### config.mk
export PLATFORM = sky130hd
export DESIGN_NAME = hazard_stall_ctrl
export DESIGN_NICKNAME = d
export VERILOG_FILES = /design/src/rtl/hazard_stall_ctrl_pkg.sv /design/src/rtl/hazard_stall_ctrl_sat_counter.sv /design/src/rtl/hazard_stall_ctrl.sv
export SDC_FILE = /design/constraint.sdc
export NUM_CORES = 1
export LEC_CHECK = 0
export ABC_CLOCK_PERIOD_IN_PS = 3550
export BUFFER_PORTS_ARGS = -buffer_cell sky130_fd_sc_hd__clkbuf_2
export CORE_MARGIN = 8
export CORE_UTILIZATION = 45
export DETAILED_ROUTE_END_ITERATION = 10
export PLACE_DENSITY = 0.75
export SLEW_MARGIN = 30
export SYNTH_ARGS = -nofsm -noshare
export SYNTH_HDL_FRONTEND = slang
export SYNTH_SLANG_ARGS = --single-unit
### constraint.sdc
create_clock -name clk -period 3.55 [get_ports clk]
set_input_delay 0.71 -clock clk [delete_from_list [all_inputs] [get_ports clk]]
set_output_delay 0.71 -clock clk [all_outputs]
set_load 0.005 [all_outputs]
### src/rtl/hazard_stall_ctrl_pkg.sv
// Shared types and constants for the pipeline hazard controller.
package hazard_pkg;

    typedef enum logic {
        RUN      = 1'b0,
        MEM_WAIT = 1'b1
    } state_t;

    typedef enum logic [1:0] {
        NORMAL     = 2'd0,
        LOAD_STALL = 2'd1,
        BRANCH     = 2'd2,
        FREEZE     = 2'd3
    } action_t;

    localparam logic [4:0] REG_X0 = 5'd0;

endpackage

### src/rtl/hazard_stall_ctrl_sat_counter.sv
// Saturating up-counter: increments on inc, holds at all-ones, sync active-high reset.
module sat_counter #(
    parameter int W = 32
) (
    input  logic         clk,
    input  logic         rst,
    input  logic         inc,
    output logic [W-1:0] count
);

    always_ff @(posedge clk) begin
        if (rst) begin
            count <= '0;
        end else if (inc && (count != '1)) begin
            count <= count + 1'b1;
        end
    end

endmodule

### src/rtl/hazard_stall_ctrl.sv
// Pipeline hazard controller: load-use stalls, branch flushes and data-memory freezes.
// Latch controls are combinational from registered state plus this cycle's inputs.
module hazard_stall_ctrl
    import hazard_pkg::*;
#(
    parameter int CNT_W   = 32,
    parameter int TIMEOUT = 16
) (
    input  logic             clk,
    input  logic             rst,
    input  logic [4:0]       rs1_addr_ID,
    input  logic [4:0]       rs2_addr_ID,
    input  logic             rs1_used_ID,
    input  logic             rs2_used_ID,
    input  logic [4:0]       rd_EX,
    input  logic             RegWrite_EX,
    input  logic             DatatoReg_EX,
    input  logic             branch_taken_EX,
    input  logic             mem_req_MEM,
    input  logic             mem_ready,
    output logic             PC_EN,
    output logic             IFID_EN,
    output logic             IFID_flush,
    output logic             IDEX_EN,
    output logic             IDEX_flush,
    output logic             EXMEM_EN,
    output logic             MEMWB_flush,
    output logic [CNT_W-1:0] stall_cnt,
    output logic [CNT_W-1:0] flush_cnt,
    output logic             mem_timeout
);

    localparam int                WAIT_W   = $clog2(TIMEOUT + 1);
    localparam logic [WAIT_W-1:0] WAIT_MAX = WAIT_W'(TIMEOUT);

    state_t            state, state_next;
    logic [WAIT_W-1:0] wait_cnt, wait_cnt_next;
    action_t           action;
    logic              load_use;
    logic              mem_busy;

    assign load_use = RegWrite_EX && DatatoReg_EX && (rd_EX != REG_X0) &&
                      ((rs1_used_ID && (rs1_addr_ID == rd_EX)) ||
                       (rs2_used_ID && (rs2_addr_ID == rd_EX)));
    assign mem_busy = mem_req_MEM && !mem_ready;

    // A branch outranks load-use since the stalled ID instruction is squashed anyway.
    always_comb begin
        action = NORMAL;
        if (mem_busy)             action = FREEZE;
        else if (branch_taken_EX) action = BRANCH;
        else if (load_use)        action = LOAD_STALL;
    end

    always_comb begin
        PC_EN       = 1'b0;
        IFID_EN     = 1'b0;
        IFID_flush  = 1'b0;
        IDEX_EN     = 1'b0;
        IDEX_flush  = 1'b0;
        EXMEM_EN    = 1'b0;
        MEMWB_flush = 1'b0;
        if (!rst) begin
            case (action)
                FREEZE: MEMWB_flush = 1'b1;
                BRANCH: begin
                    PC_EN      = 1'b1;
                    IFID_EN    = 1'b1;
                    IFID_flush = 1'b1;
                    IDEX_EN    = 1'b1;
                    IDEX_flush = 1'b1;
                    EXMEM_EN   = 1'b1;
                end
                LOAD_STALL: begin
                    IDEX_EN    = 1'b1;
                    IDEX_flush = 1'b1;
                    EXMEM_EN   = 1'b1;
                end
                default: begin
                    PC_EN    = 1'b1;
                    IFID_EN  = 1'b1;
                    IDEX_EN  = 1'b1;
                    EXMEM_EN = 1'b1;
                end
            endcase
        end
    end

    always_comb begin
        state_next    = state;
        wait_cnt_next = wait_cnt;
        case (state)
            RUN: begin
                if (mem_busy) begin
                    state_next    = MEM_WAIT;
                    wait_cnt_next = WAIT_W'(1);
                end
            end
            default: begin
                if (mem_busy) begin
                    if (wait_cnt < WAIT_MAX) wait_cnt_next = wait_cnt + 1'b1;
                end else begin
                    state_next    = RUN;
                    wait_cnt_next = '0;
                end
            end
        endcase
    end

    always_ff @(posedge clk) begin
        if (rst) begin
            state       <= RUN;
            wait_cnt    <= '0;
            mem_timeout <= 1'b0;
        end else begin
            state       <= state_next;
            wait_cnt    <= wait_cnt_next;
            mem_timeout <= mem_timeout || (wait_cnt_next == WAIT_MAX);
        end
    end

    sat_counter #(.W(CNT_W)) u_stall_cnt (
        .clk   (clk),
        .rst   (rst),
        .inc   ((action == FREEZE) || (action == LOAD_STALL)),
        .count (stall_cnt)
    );

    sat_counter #(.W(CNT_W)) u_flush_cnt (
        .clk   (clk),
        .rst   (rst),
        .inc   (action == BRANCH),
        .count (flush_cnt)
    );

    a_freeze_holds_exmem: assert property (@(posedge clk) disable iff (rst)
        (action == FREEZE) |-> (!EXMEM_EN && MEMWB_flush && !PC_EN));

endmodule

### Word-level counts from Yosys, hierarchy flattened

Cells that the tools add are included.

* register bits: 71
* input bits: 24
* output and inout port bits: 72
* word-level logic and storage cells: 50

* $add $sub $neg: 3
* $lt $le $gt $ge: 1
* equality and inequality tests: 8
* mux-type cells: 18
* reduce and logical (&&, ||, !) cells: 15

Operators by type and width (count)
* 32-bit by 1-bit adder with 32-bit output (second input constant): 2
* 32-bit inequality test (second input constant): 2
* 5-bit two-way mux: 4
* 1-bit two-way mux: 12
* 5-bit == test: 2
* 1-bit logical AND: 8
* 5-bit by 1-bit adder with 5-bit output (second input constant): 1
* 5-bit == test (second input constant): 1
* 5-bit < comparator (second input constant): 1
* 5-bit nonzero test: 1
* 2-bit == test (second input constant): 2
* 2-bit two-way mux: 2
* 2-bit OR reduction: 2
* 1-bit logical OR: 3
* 2-bit by 1-bit == test with 1-bit output (second input constant): 1
* 1-bit logical NOT: 1

### Depth between registers and ports, before layout

Gate-level depths: netlist (run 1).

* depth in word-level cells: 11
* depth in mapped cells: 10
* gate-level depth less buffers: 7

### Modules after synthesis

A second synthesis (run 1) with hierarchy kept.

* cells, all modules: 476
* area, all modules: 3968.8 sq um

Modules (own cells, without submodules)
* sat_counter: times used 2, cells an instance 199, area each 1674.1 sq um
* hazard_stall_ctrl: times used 1, cells an instance 78, area each 620.6 sq um

### Least setup slack after synthesis (run 1)

OpenSTA, ideal clock, no wires.

* kind: input -> output
* start: in rd_EX[1]
* end: out IDEX_EN
* data arrival time: 2.461 ns
* data required time: 2.840 ns
* setup slack: 0.379 ns
* stages: 9
* buffers on the path: 3
* cell sequence: or4_1 > o2111ai_1 > o21a_1 > buf_2 > buf_2 > inv_1 > ha_1 > nor2_1 > buf_4

* word-level cells in the longest chain between the ends: 10
* elaborated cells between the ends (all ways): 14
* those cells by class: eq/ne: 3; mux: 5; reduce/logical: 6

Ends and longest elaborated chain
* from (decl): RTL line hazard_stall_ctrl.sv:15 `input logic [4:0] rd_EX,`
* 5-bit == test (on tied branches): RTL line hazard_stall_ctrl.sv:43, hazard_stall_ctrl.sv:44
* 1-bit logical AND (on tied branches): RTL line hazard_stall_ctrl.sv:43, hazard_stall_ctrl.sv:44
* 1-bit logical OR: RTL line hazard_stall_ctrl.sv:43 `((rs1_used_ID && (rs1_addr_ID == rd_EX)) ||`
* 1-bit logical AND (*): RTL line hazard_stall_ctrl.sv:42 `assign load_use = RegWrite_EX && DatatoReg_EX && (rd_EX != REG_X0) &&`
* 1-bit two-way mux (*): RTL line hazard_stall_ctrl.sv:52 `else if (load_use) action = LOAD_STALL;`
* 2-bit two-way mux (*): RTL line hazard_stall_ctrl.sv:51 `else if (branch_taken_EX) action = BRANCH;`
* 2-bit two-way mux (*): RTL line hazard_stall_ctrl.sv:50 `if (mem_busy) action = FREEZE;`
* 2-bit == test (*)
* 1-bit two-way mux (*) (2 in series)
* to (decl): RTL line hazard_stall_ctrl.sv:24 `output logic IDEX_EN,`

Every way passes the cells marked *; elsewhere a longest branch is shown, timed or not.

### Worst setup path in the final report (run 1)

* start: in rd_EX[1]
* end: out IDEX_flush

* word-level cells in the longest chain between the ends: 11
* elaborated cells between the ends (all ways): 16
* those cells by class: eq/ne: 4; mux: 5; reduce/logical: 7

Ends and longest elaborated chain
* 5-bit == test (on tied branches): RTL line hazard_stall_ctrl.sv:43, hazard_stall_ctrl.sv:44
* 1-bit logical AND (on tied branches): RTL line hazard_stall_ctrl.sv:43, hazard_stall_ctrl.sv:44
* 1-bit logical OR: RTL line hazard_stall_ctrl.sv:43
* 1-bit logical AND (*): RTL line hazard_stall_ctrl.sv:42
* 1-bit two-way mux (*): RTL line hazard_stall_ctrl.sv:52
* 2-bit two-way mux (*): RTL line hazard_stall_ctrl.sv:51
* 2-bit two-way mux (*): RTL line hazard_stall_ctrl.sv:50
* 2-bit by 1-bit == test with 1-bit output / 2-bit == test (equally long branches): RTL line hazard_stall_ctrl.sv:64 `case (action)`
* 2-bit OR reduction (no line) (*)
* 1-bit two-way mux (*): RTL line hazard_stall_ctrl.sv:64
* 1-bit two-way mux (*): RTL line hazard_stall_ctrl.sv:63 `if (!rst) begin`
* to (decl): RTL line hazard_stall_ctrl.sv:25 `output logic IDEX_flush,`

Marks and branches as above.

==> key figures, run 1 <==
Worst setup path
  • R2R Setup Slk: 1.20 ns
  • Crit path launch type: input pin
  • Worst path max stage delay: 0.53 ns
  • Most frequent CP cell: clkbuf_2
  • Critical path class: in -> out
  • Worst path bufs/invs: 3
  • Crit path max-delay family: simple AND/OR/NAND/NOR gates
  • Required @ worst endpoint: 2.84 ns
  • Setup crit end: IDEX_flush
  • Crit-path cells: clkbuf_2 > or4_1 > o2111ai_1 > o21a_1 > inv_1 > ha_1 > nor2b_1 > clkbuf_2
  • Crit Path Max Fanout: 3
  • CP max-delay cell: or4_1
  • Worst Setup SP: rd_EX[1]
  • Crit end category: output port
  • R2r endpoint: u_stall_cnt.count[6]
  • Levels on crit path: 8
  • R2r startpoint: u_stall_cnt.count[3]
  • Worst EP arrival: 2.36 ns
  • Reg2Reg Depth: 6

CTS
  • Worst-skew pair later-pin latency: 0.34 ns
  • CTS Buffer Depth: 2
  • CTS tree: built
  • CTS hold repair buffers: 0
  • Worst-path clk slew: 0.08 ns
  • Total CTS buffers: 9
  • Cts repair resizes: 0
  • Total clock sinks: 71
  • H-tree Lvls: 3
  • Root Driver: clkbuf_8
  • Setup bufs post-CTS: 0

Cells and area
  • # fillers: 805
  • Final Instance Area: 4479 sq um
  • Layout Nets: 570
  • Ant diodes: 0
  • Proportion of layout cells with a drive suffix above 1: 24.31%
  • Fin cells: 652
  • Final Core Density: 54.79%
  • Syn-to-layout area delta: 19.02%

Pwr
  • Clk pwr share: 41.9%
  • Final Power: 1.556 mW
  • PwrDens: 347.3 nW/um^2
  • Worst VDD drop: 222.8 uV
  • Logic pwr share: 6.1%
  • Internal power: 1.184 mW
  • Seq pwr share: 52.0%
  • Leak: 1.658 nW
  • Sw Pwr: 0.3720 mW
  • Sw frac: 23.91%

Placed design
  • Port bufs: 95
  • Placed cells: 636
  • Pre-CTS WS: 0.4624 ns
  • Dpl hpwl: 7093 um
  • Gpl congestion: 0.8444
  • Dpl cell area: 4282 sq um

Global route
  • First-pass GRT wire length: 16130 um
  • Total GRT Usage: 16.78%
  • Vias in the first global route: 3531
  • Initial antenna violation count: 0
  • Grt ovf: 0
  • Largest net degree at the start of global routing: 71

Logic synthesis
  • Synth top area share: 37.77%
  • Seq cells post-synth: 71
  • Post-synth ARST share: 0%
  • Cell with the most instances after synthesis: dfxtp_1
  • Top post-synthesis cells by count: 71 x dfxtp_1, 54 x nor2_1, 36 x nand2_1
  • Post-Syn Area per Cell: 8.290 sq um
  • Post-Syn Area: 3764 sq um
  • Post-synthesis cell count: 454
  • Post-synth EDFFs: 0
  • Largest area contributor in the netlist: dfxtp_1
  • Yosys synthesis warning count: 0
  • Top_reg_cell synth: dfxtp_1
  • Seq/Total Area, Yosys: 37.77%
  • Post-synthesis cell type count: 58
  • Synthesized Nets: 482
  • Synth area leaders: dfxtp_1 38%, nor2_1 5.4%, xor2_1 4.9%

Timing
  • Final worst-path cycle share: 86.59%
  • Max-slew violations: 0
  • Top achievable clock speed: 0.3253 GHz
  • RSZ-0062 raised after global routing: false
  • Worst-margin pin slew: 0.8272 ns
  • Fin worst setup slack: 0.4762 ns
  • # setup viols final: 0
  • Slew margin rel.: 44.68%
  • Hold Slack: 0.4739 ns
  • Final hold vios: 0
  • Final setup TNS: 0 ns
  • Final min period: 3.074 ns
  • Setup Skew: 0.008848 ns

Routing
  • DRC viols: 0
  • Via count: 3681
  • WL per Instance: 14.64 um
  • Starting DRT DRC Count: 120
  • First-pass iteration count of the detailed router: 4
  • DRT antenna net count: 0
  • Vias per cell: 5.646
  • Drt total wl: 9544 um

Job
  • Max-cap check violation count: 0

Floorplanning
  • Die area: 11550 sq um
  • Die span in x: 107.5 um
  • Ports: 96
  • Chip height: 107.5 um
  • Initial Utilization: 46.04%
  • Row Count: 33
  • Core outline area: 8175 sq um

Worst hold path
  • Worst hold path class: reg -> reg

Outcome
  • Outcome: finished, final reports clean
-- metal layers --
| layer | global-route usage [%] | share of wire [%] | up-vias |
|---|---|---|---|
| met5 | 0 | 0 | - |
| li1 | - | - | 1839 |
| met1 | 20.14 | 45 | 1728 |
| met4 | 4.757 | 1.4 | 0 |
| met2 | 27.54 | 47 | 100 |
| met3 | 6.048 | 7.0 | 14 |
-- cell families after synthesis --
kind of cell	Yosys count	share of synthesized area, %
xor gates and xnor gates	40	9.309
DFF	71	37.77
buffers and inverters	33	4.255
and+or+nand+nor	216	31.82
adders and majority gates	4	1.330
muxes	3	0.8643
AOI/OAI and AO/OA	87	14.66
-- power groups by stage --
stage / combinational [mW] / sequential (mW) / clock, mW
after global placement: 0.0928 / 0.827 / 0
final: 0.0945 / 0.809 / 0.653
after CTS: 0.0958 / 0.808 / 0.668
after global routing: 0.107 / 0.810 / 0.707
after floorplan: 0.0581 / 0.826 / 0
after detailed placement: 0.0956 / 0.827 / 0
-- sequential cells by signal (all words and copies together), names as in the netlist --
signal	count
u_stall_cnt.count	32
u_flush_cnt.count	32
wait_cnt	5
mem_timeout	1
state	1
-- cell type report --
| cell class | count | area, sq um | area share [%] |
|---|---|---|---|
| well taps | 105 | 131.4 | 2.933 |
| flip-flops and latches | 71 | 1421 | 31.73 |
| clock buffers | 11 | 141.4 | 3.156 |
| clock inverters | 5 | 56.30 | 1.257 |
| multi-input cells | 350 | 2182 | 48.71 |
| repair buffers | 99 | 505.5 | 11.28 |
| inverters | 11 | 41.29 | 0.9218 |
-- cells in the final DEF (no fill, tap or decap), drive strengths merged, types with 2 or more instances in the layout --
cell	n
ha	4
nand4b	2
buf	4
nand3b	2
nor2b	11
a31oi	2
or3	16
clkbuf	106
and2	5
a211oi	3
dfxtp	71
inv	12
o31ai	13
o21a	2
nor4	6
a21oi	33
and4	6
mux2	2
or2	2
xnor2	19
nor2	55
o21ai	22
and3	8
nand4	29
nand2	36
nand3	16
or4	18
xor2	21
clkinv	2
o2111ai	4
-- tightest hold or removal path, cell delays in order, from the launching register on --
cell and delay [ns]:
dfxtp_1 0.33, inv_1 0.05, a21oi_1 0.05
-- worst min-delay path by stage --
stage           startpoint     endpoint  slack [ns]  cells after the start
4_1_cts        mem_timeout  mem_timeout        0.48                      2
2_1_floorplan  mem_timeout  mem_timeout        0.44                      2
3_3_place_gp   mem_timeout  mem_timeout        0.45                      2
3_5_place_dp   mem_timeout  mem_timeout        0.46                      2
5_1_grt        mem_timeout  mem_timeout        0.50                      2
6_report       mem_timeout  mem_timeout        0.47                      2
No activity file was read; power rests on OpenSTA's default activity.
==> run 2: changes to the inputs <==
--- a/config.mk
+++ b/config.mk
@@ -5,12 +5,12 @@
 export SDC_FILE = /design/constraint.sdc
 export NUM_CORES = 1
 export LEC_CHECK = 0
+export ABC_AREA = 1
 export ABC_CLOCK_PERIOD_IN_PS = 3550
 export BUFFER_PORTS_ARGS = -buffer_cell sky130_fd_sc_hd__clkbuf_2
-export CORE_MARGIN = 8
 export CORE_UTILIZATION = 45
 export DETAILED_ROUTE_END_ITERATION = 10
-export PLACE_DENSITY = 0.75
+export PLACE_DENSITY = 0.74
 export SLEW_MARGIN = 30
 export SYNTH_ARGS = -nofsm -noshare
 export SYNTH_HDL_FRONTEND = slang
==> key figures, run 2 <==
Timing
  • # setup viols final: 0
  • Top achievable clock speed: 0.3883 GHz
  • Final setup TNS: 0 ns
  • RSZ-0062 raised after global routing: false
  • Slew margin rel.: 47.05%
  • Final hold vios: 0
  • Max-slew violations: 0
  • Final min period: 2.575 ns
  • Setup Skew: 0.008589 ns
  • Final worst-path cycle share: 72.55%
  • Worst-margin pin slew: 0.7920 ns

Logic synthesis
  • Cell with the most instances after synthesis: nand2_1
  • Post-synth ARST share: 0%
  • Mux share of post-synthesis cell area: 0%
  • Synth area leaders: dfxtp_1 31%, nand2_1 20%, nor2_1 11%
  • Largest family of logic cells by synthesized area: simple AND/OR/NAND/NOR gates
  • Post-synthesis cell count: 773
  • Post-synth EDFFs: 0
  • Seq/Total Area, Yosys: 31.23%
  • Synthesized Nets: 801
  • Synth top area share: 31.23%
  • Adder-cell share of the synthesized area: 1.100%
  • Post-Syn Area: 4551 sq um
  • Top post-synthesis cells by count: 238 x nand2_1, 135 x nor2_1, 92 x inv_1
  • Post-Syn Area per Cell: 5.887 sq um
  • Yosys synthesis warning count: 0
  • Largest area contributor in the netlist: dfxtp_1
  • Post-synthesis cell type count: 31
  • Top_reg_cell synth: dfxtp_1
  • Compound-Gate Fraction of Synth Area: 7.919%
  • Seq cells post-synth: 71
  • Post-synthesis simple-gate area fraction: 47.29%
  • XOR/XNOR Fraction of Synth Area: 1.155%

Floorplanning
  • Core outline area: 9774 sq um
  • Initial Utilization: 46.56%
  • Die area: 10520 sq um
  • Chip height: 102.6 um
  • Die span in x: 102.6 um
  • Ports: 96
  • Row Count: 36

Worst setup path
  • Crit path max-delay family: simple AND/OR/NAND/NOR gates
  • Worst EP arrival: 2.81 ns
  • R2r startpoint: u_stall_cnt.count[0]
  • Most frequent CP cell: nor2_1
  • Crit-path cells: ha_1 > inv_1 > nor2_1 > nand2_1 > nor2_2 > nand3_1 > nand2_1 > nor2_1 > a21oi_1 > nor2_1
  • CP max-delay cell: nand3_1
  • Crit path launch type: flip-flop
  • Crit end category: flip-flop
  • Crit Path Max Fanout: 20
  • Worst Setup SP: u_stall_cnt.count[0]
  • Critical path class: reg -> reg
  • Worst path max stage delay: 0.58 ns
  • Worst path bufs/invs: 1
  • Required @ worst endpoint: 3.79 ns

Routing
  • Via count: 4808
  • DRT antenna net count: 0
  • Starting DRT DRC Count: 188
  • WL per Instance: 10.91 um
  • Vias per cell: 4.837
  • First-pass iteration count of the detailed router: 5
  • DRC viols: 0
  • Drt total wl: 10850 um

CTS
  • Root Driver: clkbuf_8
  • Total CTS buffers: 9
  • Worst-path clk slew: 0.07 ns
  • H-tree Lvls: 3
  • Total clock sinks: 71
  • Setup bufs post-CTS: 0
  • CTS Buffer Depth: 2
  • Worst-skew pair later-pin latency: 0.34 ns
  • Cts repair resizes: 0
  • CTS tree: built
  • CTS hold repair buffers: 0

Pwr
  • PwrDens: 289.7 nW/um^2
  • Final Power: 1.518 mW
  • Leak: 2.289 nW
  • Worst VDD drop: 197.1 uV

Global route
  • Total GRT Usage: 21.43%
  • First-pass GRT wire length: 18120 um
  • Grt ovf: 0
  • Largest net degree at the start of global routing: 65
  • Initial antenna violation count: 0
  • Vias in the first global route: 4054

Cells and area
  • Final Instance Area: 5239 sq um
  • Syn-to-layout area delta: 15.12%
  • Layout Nets: 884
  • Most frequent cells in the layout: 237 x nand2_1, 135 x nor2_1, 95 x clkbuf_2
  • Top flop regs: u_flush_cnt.count: 32 flops, u_stall_cnt.count: 32 flops, wait_cnt: 5 flops
  • Ant diodes: 0
  • Proportion of layout cells with a drive suffix above 1: 16.61%
  • Most common cell after layout, fill and taps aside: nand2_1

Placed design
  • Dpl cell area: 5062 sq um
  • Dpl hpwl: 8027 um
  • Gpl congestion: 0.9133
  • Port bufs: 95

Outcome
  • Outcome: finished, final reports clean

Worst hold path
  • Hold_sp: mem_timeout
  • Worst hold path class: reg -> reg

Job
  • Max-cap check violation count: 0
==> run 2: changes by cell type after synthesis, sizes merged, moves of 13 or more <==
| cell | change |
|---|---|
| a21oi | +18 |
| inv | +86 |
| nand2 | +209 |
| nand3 | +45 |
| nand4 | -17 |
| nor2 | +90 |
| nor3 | +26 |
| o31ai | -13 |
| or3 | -15 |
| or4 | -18 |
| xnor2 | -18 |
| xor2 | -16 |
==> run 2: final timing paths <==
| path | slack, ns | end | depth (start not counted) |
|---|---|---|---|
| worst min-delay path | 0.45 | mem_timeout | 2 |
| worst max-delay path | 0.97 | u_stall_cnt.count[23] | 10 |
| worst min register to register | 0.45 | mem_timeout | 2 |
| worst max register to register | 0.97 | u_stall_cnt.count[23] | 10 |
==> run 2: layer usage <==
layer / GRT usage [%] / part of all wire (%) / vias to the layer above / wire [um]
met3: 3.729 / 5.5 / 11 / 601
met5: 0 / 0 / - / 0
met4: 6.044 / 1.2 / 0 / 127
met2: 35.54 / 45 / 135 / 4921
li1: - / - / 2585 / -
met1: 28.58 / 48 / 2077 / 5196
==> run 2: per-stage QoR <==
stage               instances  setup slack [ns]  hold slack [ns]  utilization (%)
CTS                       994            0.9862           0.4538            53.60
detailed placement        978            0.9900           0.4427            51.79
finish                    994            0.9746           0.4530            53.60
floorplan                 773            0.9081           0.4466                -
global placement          978             1.028           0.4408            51.79
global route              994            0.6743           0.4733            53.60
==> run 2: final cells by class <==
| type | instances | area (sq um) |
|---|---|---|
| Tap cell | 133 | 166.4 |
| Fill cell | 1040 | 4536 |
| Timing Repair Buffer | 97 | 490.5 |
| Clock buffer | 13 | 158.9 |
| Inverter | 97 | 366.6 |
| Multi-Input combinational cell | 580 | 2618 |
| Sequential cell | 71 | 1421 |
| Clock inverter | 3 | 17.52 |
==> run 2: worst reg2reg max path, cell delays in order (launching register included) <==
cell,delay [ns]
dfxtp_1,0.40
ha_1,0.19
inv_1,0.04
nor2_1,0.29
nand2_1,0.12
nor2_2,0.16
nand3_1,0.58
nand2_1,0.38
nor2_1,0.09
a21oi_1,0.15
nor2_1,0.06
==> run 2: power breakdown <==
group / total [mW] / internal, mW / switching, mW
registers: 0.807 / 0.801 / 0.00572
clock network: 0.588 / 0.290 / 0.298
logic: 0.122 / 0.0408 / 0.0817
total: 1.52 / 1.13 / 0.385
==> run 2: cell families after synthesis <==
group,count (synthesis)
AO/OA/AOI/OAI,70
XOR/XNOR,6
adder cells (fa/ha/maj),4
buffers and inverters,122
flip-flops,71
AND/OR/NAND/NOR,500
